==> src/rtl/multicycle_ctrl_fsm_pkg.sv <==
// Shared definitions for the multicycle control unit: opcodes, ALU codes, FSM states and
// the decoded-instruction record passed from the opcode decoder to the sequencer.
package multicycle_ctrl_fsm_pkg;

  // Primary opcodes (Instr[31:26])
  localparam logic [5:0] OP_RTYPE = 6'b100000;
  localparam logic [5:0] OP_ADDI  = 6'b110000;
  localparam logic [5:0] OP_LI    = 6'b111000;
  localparam logic [5:0] OP_LUI   = 6'b111001;
  localparam logic [5:0] OP_ANDI  = 6'b110010;
  localparam logic [5:0] OP_ORI   = 6'b110011;
  localparam logic [5:0] OP_LB    = 6'b000011;
  localparam logic [5:0] OP_LW    = 6'b001111;
  localparam logic [5:0] OP_SB    = 6'b000111;
  localparam logic [5:0] OP_SW    = 6'b011111;
  localparam logic [5:0] OP_B     = 6'b111111;
  localparam logic [5:0] OP_BEQ   = 6'b000000;
  localparam logic [5:0] OP_BNE   = 6'b000001;

  // ALU operation codes
  localparam logic [3:0] ALU_ADD = 4'b0000;
  localparam logic [3:0] ALU_SUB = 4'b0001;
  localparam logic [3:0] ALU_AND = 4'b0010;
  localparam logic [3:0] ALU_OR  = 4'b0011;

  typedef enum logic [2:0] {
    StIfetch,
    StDecode,
    StExec,
    StMem,
    StWb
  } state_e;

  typedef enum logic [2:0] {
    ClsRtype,
    ClsImm,
    ClsLoad,
    ClsStore,
    ClsBranch,
    ClsIllegal
  } op_class_e;

  // Branch condition: unconditional, taken on Zero, taken on !Zero
  typedef enum logic [1:0] {
    BrAlways,
    BrEq,
    BrNe
  } br_kind_e;

  typedef struct packed {
    op_class_e cls;
    logic [3:0] alu_func;
    logic       byte_op;
    br_kind_e   br_kind;
  } dec_t;

  localparam dec_t DecIllegal = '{
    cls:      ClsIllegal,
    alu_func: ALU_ADD,
    byte_op:  1'b0,
    br_kind:  BrAlways
  };

endpackage

==> src/rtl/ctrl_opcode_decoder.sv <==
// Combinational opcode classifier: maps the primary opcode to an instruction class plus the
// ALU operation, byte-access flag and branch condition that go with it.
module ctrl_opcode_decoder
  import multicycle_ctrl_fsm_pkg::*;
(
  input  logic [5:0] opcode_i,
  output dec_t       dec_o
);

  // Opcode lookup; anything not listed is reported as illegal
  always_comb begin
    dec_o = DecIllegal;
    case (opcode_i)
      OP_RTYPE: dec_o.cls = ClsRtype;
      OP_ADDI, OP_LI, OP_LUI: begin
        dec_o.cls      = ClsImm;
        dec_o.alu_func = ALU_ADD;
      end
      OP_ANDI: begin
        dec_o.cls      = ClsImm;
        dec_o.alu_func = ALU_AND;
      end
      OP_ORI: begin
        dec_o.cls      = ClsImm;
        dec_o.alu_func = ALU_OR;
      end
      OP_LB: begin
        dec_o.cls     = ClsLoad;
        dec_o.byte_op = 1'b1;
      end
      OP_LW: dec_o.cls = ClsLoad;
      OP_SB: begin
        dec_o.cls     = ClsStore;
        dec_o.byte_op = 1'b1;
      end
      OP_SW: dec_o.cls = ClsStore;
      OP_B: begin
        dec_o.cls     = ClsBranch;
        dec_o.br_kind = BrAlways;
      end
      OP_BEQ: begin
        dec_o.cls      = ClsBranch;
        dec_o.alu_func = ALU_SUB;
        dec_o.br_kind  = BrEq;
      end
      OP_BNE: begin
        dec_o.cls      = ClsBranch;
        dec_o.alu_func = ALU_SUB;
        dec_o.br_kind  = BrNe;
      end
      default: dec_o = DecIllegal;
    endcase
  end

endmodule

==> src/rtl/multicycle_ctrl_fsm.sv <==
// Multicycle control sequencer: IFETCH/DECODE/EXEC/MEM/WB with a shared memory-wait timeout.
// Decoded opcode class and Func are captured in DECODE so later Instr changes are harmless.
module multicycle_ctrl_fsm
  import multicycle_ctrl_fsm_pkg::*;
#(
  parameter int unsigned MEM_TIMEOUT = 16
) (
  input  logic        Clk,
  input  logic        Reset,
  input  logic [31:0] Instr,
  input  logic        Zero,
  input  logic        Mem_Ready,
  output logic        IR_LdEn,
  output logic        PC_LdEn,
  output logic        PC_sel,
  output logic        RF_WrEn,
  output logic        RF_B_sel,
  output logic        RF_WrData_sel,
  output logic        ALU_Bin_sel,
  output logic [3:0]  ALU_func,
  output logic        Mem_Req,
  output logic        Mem_WrEn,
  output logic        ByteOp,
  output logic        Illegal
);

  localparam int unsigned CntW = $clog2(MEM_TIMEOUT);
  localparam logic [CntW-1:0] CntLast = CntW'(MEM_TIMEOUT - 1);

  state_e          state_q, state_d;
  logic [CntW-1:0] cnt_q, cnt_d;
  dec_t            dec_q, dec_d;
  logic [3:0]      func_q, func_d;
  // High for the one cycle after Reset is sampled: outputs forced idle, no transitions
  logic            boot_q, boot_d;

  dec_t dec;
  logic mem_timeout;

  // Func bits above [3:0] and the register fields are consumed by the datapath, not here
  logic unused_instr;
  assign unused_instr = ^Instr[25:4];

  ctrl_opcode_decoder u_decoder (
    .opcode_i (Instr[31:26]),
    .dec_o    (dec)
  );

  // Final wait cycle of an IFETCH/MEM access with no completion
  assign mem_timeout = (cnt_q == CntLast) && !Mem_Ready;

  // State, timeout counter and latched instruction fields
  always_ff @(posedge Clk) begin
    if (Reset) begin
      state_q <= StIfetch;
      cnt_q   <= '0;
      dec_q   <= DecIllegal;
      func_q  <= '0;
      boot_q  <= 1'b1;
    end else begin
      state_q <= state_d;
      cnt_q   <= cnt_d;
      dec_q   <= dec_d;
      func_q  <= func_d;
      boot_q  <= boot_d;
    end
  end

  // Next state; counter defaults to 0 so every state entry (or re-entry) clears it
  always_comb begin
    state_d = state_q;
    cnt_d   = '0;
    dec_d   = dec_q;
    func_d  = func_q;
    boot_d  = 1'b0;
    if (!boot_q) begin
      unique case (state_q)
        StIfetch: begin
          if (Mem_Ready) begin
            state_d = StDecode;
          end else if (mem_timeout) begin
            state_d = StIfetch;
          end else begin
            cnt_d = cnt_q + CntW'(1);
          end
        end
        StDecode: begin
          dec_d   = dec;
          func_d  = Instr[3:0];
          state_d = (dec.cls == ClsIllegal) ? StIfetch : StExec;
        end
        StExec: begin
          case (dec_q.cls)
            ClsRtype, ClsImm:  state_d = StWb;
            ClsLoad, ClsStore: state_d = StMem;
            default:           state_d = StIfetch;
          endcase
        end
        StMem: begin
          if (Mem_Ready) begin
            state_d = (dec_q.cls == ClsLoad) ? StWb : StIfetch;
          end else if (mem_timeout) begin
            state_d = StIfetch;
          end else begin
            cnt_d = cnt_q + CntW'(1);
          end
        end
        StWb:    state_d = StIfetch;
        default: state_d = StIfetch;
      endcase
    end
  end

  // Control word for the current state; only PC_LdEn in EXEC looks at Zero
  always_comb begin
    IR_LdEn       = 1'b0;
    PC_LdEn       = 1'b0;
    PC_sel        = 1'b0;
    RF_WrEn       = 1'b0;
    RF_B_sel      = 1'b0;
    RF_WrData_sel = 1'b0;
    ALU_Bin_sel   = 1'b0;
    ALU_func      = ALU_ADD;
    Mem_Req       = 1'b0;
    Mem_WrEn      = 1'b0;
    ByteOp        = 1'b0;
    Illegal       = 1'b0;
    if (!boot_q) begin
      unique case (state_q)
        StIfetch: begin
          Mem_Req = 1'b1;
          if (Mem_Ready) begin
            IR_LdEn = 1'b1;
            PC_LdEn = 1'b1;
          end else begin
            Illegal = mem_timeout;
          end
        end
        StDecode: Illegal = (dec.cls == ClsIllegal);
        StExec: begin
          case (dec_q.cls)
            ClsRtype: ALU_func = func_q;
            ClsImm: begin
              ALU_Bin_sel = 1'b1;
              ALU_func    = dec_q.alu_func;
            end
            ClsLoad, ClsStore: begin
              ALU_Bin_sel = 1'b1;
              ALU_func    = ALU_ADD;
            end
            ClsBranch: begin
              ALU_func = dec_q.alu_func;
              PC_sel   = 1'b1;
              case (dec_q.br_kind)
                BrEq:    PC_LdEn = Zero;
                BrNe:    PC_LdEn = !Zero;
                default: PC_LdEn = 1'b1;
              endcase
            end
            default: ;
          endcase
        end
        StMem: begin
          Mem_Req  = 1'b1;
          Mem_WrEn = (dec_q.cls == ClsStore);
          RF_B_sel = (dec_q.cls == ClsStore);
          ByteOp   = dec_q.byte_op;
          Illegal  = mem_timeout;
        end
        StWb: begin
          RF_WrEn       = 1'b1;
          RF_WrData_sel = (dec_q.cls == ClsLoad);
        end
        default: ;
      endcase
    end
  end

endmodule
==> config.mk <==
export PLATFORM = sky130hd
export DESIGN_NAME = multicycle_ctrl_fsm
export DESIGN_NICKNAME = d
export VERILOG_FILES = /design/src/rtl/multicycle_ctrl_fsm_pkg.sv /design/src/rtl/ctrl_opcode_decoder.sv /design/src/rtl/multicycle_ctrl_fsm.sv
export SDC_FILE = /design/constraint.sdc
export NUM_CORES = 1
export LEC_CHECK = 0
export CORE_ASPECT_RATIO = 1.2
export CORE_MARGIN = 4
export CORE_UTILIZATION = 46
export CTS_CLUSTER_DIAMETER = 150
export DETAILED_ROUTE_END_ITERATION = 8
export GPL_ROUTABILITY_DRIVEN = 0
export PLACE_DENSITY = 0.84
export SLEW_MARGIN = 20
export SYNTH_ARGS = -nofsm -noshare
export SYNTH_HDL_FRONTEND = slang
export SYNTH_SLANG_ARGS = --single-unit
export TNS_END_PERCENT = 1
==> constraint.sdc <==
create_clock -name Clk -period 2.2 [get_ports Clk]
set_input_delay 0.33 -clock Clk [delete_from_list [all_inputs] [get_ports Clk]]
set_output_delay 0.33 -clock Clk [all_outputs]
set_load 0.03 [all_outputs]
# Yosys cells after proc, flatten, opt, wreduce, memory -nomap -nowiden
# Cells that the tools add are included.
op_classes:
  n_bitwise: 2
  eq_ne: 24
  n_reduce_logical: 19
  addsub: 1
  mux: 41
op_table:
  columns: ["operator", "n"]
  rows:
  - ["equality test 6 bit, second input constant", 7]
  - ["two-way mux 1 bit", 25]
  - ["OR reduction 2 bit", 8]
  - ["one-hot mux 3 bit (5 select lines)", 1]
  - ["equality test 3 x 2 -> 1 bit, second input constant", 4]
  - ["two-way mux 3 bit", 4]
  - ["one-hot mux 3 bit (4 select lines)", 1]
  - ["OR reduction 5 bit", 2]
  - ["equality test 3 bit, second input constant", 3]
  - ["two-way mux 4 bit", 2]
  - ["one-hot mux 4 bit (2 select lines)", 1]
  - ["equality test 3 x 1 -> 1 bit, second input constant", 2]
  - ["equality test 6 x 1 -> 1 bit, second input constant", 1]
  - ["equality test 6 x 2 -> 1 bit, second input constant", 1]
  - ["equality test 6 x 3 -> 1 bit, second input constant", 1]
  - ["equality test 6 x 4 -> 1 bit, second input constant", 1]
  - ["equality test 6 x 5 -> 1 bit, second input constant", 1]
  - ["zero test 3 bit", 2]
  - ["zero test 6 bit", 1]
  - ["one-hot mux 2 bit (3 select lines)", 1]
  - ["one-hot mux 3 bit (2 select lines)", 1]
  - ["OR reduction 3 bit", 2]
  - ["adder 4 x 1 -> 4 bit, second input constant", 1]
  - ["equality test 4 bit, second input constant", 1]
  - ["10 further kinds", 13]
word_totals:
  in_bits: 36
  ff_bits: 22
  out_inout_bits: 15
  word_cells: 95

# Longest topological paths before layout
depth:
  ltp_word: 6
  ltp_mapped: 6

# Cells and area by module
# From an unflattened synthesis, not the netlist that was laid out.
unflattened:
  cells_unflattened: 172
  hier_area_um2: 1345.0
modules_own_cells:
  columns: ["mod", "area_each_um2", "seq_area_each_um2", "n_inst", "cells_each"]
  rows:
  - ["multicycle_ctrl_fsm", 1146.1, 440.4, 1, 142]
  - ["ctrl_opcode_decoder", 198.9, 0.0, 1, 30]

# Worst setup path after synthesis
# OpenSTA, ideal clock, no wires.
synth_path:
  path_type: "register to output"
  start: "reg state_q[2]"
  end: "out PC_LdEn"
  required_time_ns: 1.870
  arrival_ns: 2.413
  path_buffers: 1
  slack_ns: -0.543
  path_stages_with_launch: 5
  cell_sequence: "dfxtp_1 -> buf_4 -> and4bb_2 -> o211ai_1 -> a2111oi_0"
synth_via:
  elab_chain_len: 3
  elab_cells_between_ends: 4
  classes_between: "eq/ne: 1; mux: 2; reduce/logical: 1"
synth_rtl:
  columns: ["item", "line_no", "source"]
  rows:
  - ["start: declaration", "multicycle_ctrl_fsm.sv:30", "state_e state_q, state_d;"]
  - ["start signal: assignment", "multicycle_ctrl_fsm.sv:55", "state_q <= StIfetch;"]
  - ["start signal: assignment", "multicycle_ctrl_fsm.sv:61", "state_q <= state_d;"]
  - ["equality test 3 x 2 -> 1 bit / zero test 3 bit (equally long branches)", "multicycle_ctrl_fsm.sv:129", "unique case (state_q)"]
  - ["one-hot mux 1 bit (2 select lines) *", "multicycle_ctrl_fsm.sv:129", null]
  - ["two-way mux 1 bit *", "multicycle_ctrl_fsm.sv:128", "if (!boot_q) begin"]
  - ["end: declaration", "multicycle_ctrl_fsm.sv:14", "output logic PC_LdEn,"]
# Every way passes the cells marked *; elsewhere a longest branch is shown, timed or not.

# Final worst setup path
# Same ends and word-level chain as after synthesis.

==> summary.md <==
| Metric | Value |
|---|---|
| Maximum buffer depth of the clock tree | `2` |
| Commonest register cell after synthesis | `dfxtp_1` |
| Final worst path period share | `a little over nine tenths` |
| Psw | `193 uW` |
| RSZ-0062 raised after global routing | `true` |
| WL final | `between 3000 and 4000 microns` |
| Final Non-Filler Cells | `236` |
| R2R Path Start | `cnt_q[0]` |
| DP Area | `~0.0017 sq mm` |
| Crit path capture type | `primary output` |
| Final net count | `around 240` |
| Fin Clk Skew | `0.00509 ns` |
| Worst Tran Pin Value | `between 0.4 and 0.5 ns` |
| DIE HEIGHT | `between 60 and 70 microns` |
| Final Max Slew Viols | `0` |
| Post-CTS Hold Buffers | `0` |
| Combinational Power Share | `18.3%` |
| Int Pwr | `534 uW` |
| Peak VDD IR | `roughly 0.25 mV` |
| Clock Latency Late Sink | `about 0.30 ns` |
| Syn Inst Count | `about 170` |
| Seq cells post-synth | `20` |
| H-Tree Depth | `1` |
| Switching share of power | `a little over a quarter` |
| Minimum clock period | `about 2.1 ns` |
| Die area | `~0.0037 sq mm` |
| Worst Hold Class | `flop to flop` |
| Final setup violation count | `0` |
| First-pass GRT wire length | `around 5700 microns` |
| Req. time, crit path | `around 1.9 ns` |
| Leak | `0.000677 uW` |
| TNS Setup | `0 ns` |
| Ys Warns | `0` |
| Total power | `around 730 uW` |
| Flop pwr share | `52.3%` |
| Ant diodes | `0` |
| Post-synth EDFFs | `0` |
| Syn-to-layout area delta | `33.5%` |
| Vias in the first global route | `1311` |
| HP Start | `func_q[0]` |
| Post-Syn Area | `~0.0013 sq mm` |
| Post-Syn Nets | `207` |
| Fill count | `between 200 and 250` |
| Fmax | `469 MHz` |
| Port Buffers | `28` |
| Setup bufs post-CTS | `0` |
| Drt initial violations | `48` |
| DP Worst Slack | `~0.069 ns` |
| GR Util All Layers | `18.8%` |
| Max cap viols | `0` |
| Post-DR wirelength/cell | `between 10 and 15 microns` |
| Via count | `around 1400` |
| Clk pin slew, worst setup/hold paths | `approximately 0.11 ns` |
| Grt ovf | `0` |
| Drt drc | `0` |
| CP Launch Type | `flop` |
| Hpwl dp | `roughly 2500 microns` |
| Placed Instances | `around 230` |
| Outcome | `complete, no violations` |
| Fraction of registers with async set/reset | `0%` |
| Clk pwr share | `between 20 and 30%` |
| Design Area, Final | `~0.0017 sq mm` |
| Synthesized area per cell | `approximately 7.6 sq um` |
| Worst Setup SP | `state_q[2]` |
| Initial DRT Pass Iterations | `4` |
| Commonest non-fill, non-tap cells in the layout | `nand2_1, buf_4, dfxtp_1` |
| Crit Path Class | `flop to primary output` |
| Total CTS buffers | `3` |
| Rel. slew slack | `between 70% and 80%` |
| # rows | `20` |
| Pin count of the biggest net entering global routing | `14` |
| Clock Tree Root | `clkbuf_4` |
| Core Box Area | `roughly 0.0026 sq mm` |
| Synth cell types | `47` |
| CTS sink cnt | `20` |
| Die Wd | `roughly 56 microns` |
| CP arrival | `1.80 ns` |
| CTS tree | `done` |
| Power Dens Cells | `about 430 mW/mm^2` |
| Post-synthesis sequential area ratio | `between 30% and 40%` |
| CP max FO | `7` |
| Count of final hold-check violations | `0` |
| Antenna violations before repair | `0` |
| Final ANT Viol Nets | `0` |
| # IOs | `51` |
| Final worst setup slack | `~0.067 ns` |
| Routed vias/inst | `between 5 and 6` |
| Starting Density | `48.9%` |
| Proportion of layout cells with a drive suffix above 1 | `approximately a fifth` |
state kept, by name, summed over array words and instances (netlist names):
register / flops
state_q: 3
boot_q: 1
cnt_q: 4
func_q: 4
dec_q: 8
routing by layer:
layer | up-vias | GRT usage [%] | share of wire [%]
met5 | - | 0 | 0
met4 | 0 | 6.23 | 0.73
met3 | 2 | 2.75 | 4.7
met2 | 41 | 36.3 | 53
met1 | 659 | 20.8 | 42
li1 | 674 | - | -
cells by family after synthesis:
kind of cell               count (synthesis)  synth area share (%)
adders and majority gates                  3                  2.95
muxes                                      2                  1.67
AOI/OAI and AO/OA                         40                  20.0
xor gates and xnor gates                   4                  2.75
and+or+nand+nor                           79                  34.1
DFF                                       20                  31.4
buffers and inverters                     20                  7.07
critical path, stage by stage, from the launching register on:
cell,delay (ns)
dfxtp_2,0.38
buf_4,0.17
and4bb_2,0.29
o211ai_1,0.14
a2111oi_2,0.31
buf_4,0.21
what timing repair did:
item | 4_1_cts | 5_1_grt
endpoints found under the setup margin | 10 | 4
resized for setup | 13 | 4
pin swaps | 1 | 0
cloned | 0 | 0
final timing paths:
path / slack, ns / cells after the start / endpoint
max: 0.07 / 5 / PC_LdEn
min: 0.47 / 2 / func_q[0]
max reg2reg: 0.57 / 5 / state_q[1]
min reg2reg: 0.47 / 2 / func_q[0]
cells in the mapped netlist, types with 2 or more instances:
cell type	count	share of area, %
a21oi_1	15	5.9
a31oi_1	3	1.5
and2_1	2	0.98
and3_1	3	1.5
buf_2	6	2.4
buf_4	2	1.2
clkbuf_1	6	1.8
dfxtp_1	20	31
ha_1	3	2.9
inv_1	6	1.8
nand2_1	22	6.5
nand2b_1	2	0.98
nand3_1	7	2.8
nand4_1	5	2.5
nand4b_1	2	1.4
nor2_1	15	4.4
nor3_1	2	0.79
nor3b_1	3	1.8
nor4b_1	5	3.4
o211ai_1	2	1.2
o21ai_0	8	3.1
or2_2	2	0.98
xnor2_1	3	2.1
power by group through the flow:
stage | sequential [uW] | clock (uW) | combinational, uW
after floorplan | 380 | 0 | 73.8
after detailed placement | 388 | 0 | 131
after CTS | 380 | 220 | 131
after global routing | 382 | 233 | 144
after global placement | 387 | 0 | 126
final | 380 | 214 | 133
final cells by class:
type,instances,area (sq um),area share (%)
Clock buffer,4,36.3,2.13
Inverter,6,22.5,1.32
Multi-Input combinational cell,128,808,47.5
Sequential cell,20,404,23.8
Tap cell,33,41.3,2.43
Timing Repair Buffer,45,388,22.8
metrics by stage:
stage                     util, %  hold slack [ns]
after detailed placement     63.4            0.452
after global routing         65.3            0.496
after floorplan                 -            0.358
after global placement       63.4            0.437
final                        65.3            0.471
after CTS                    64.8            0.468
Power figures use the tool's default switching activity.
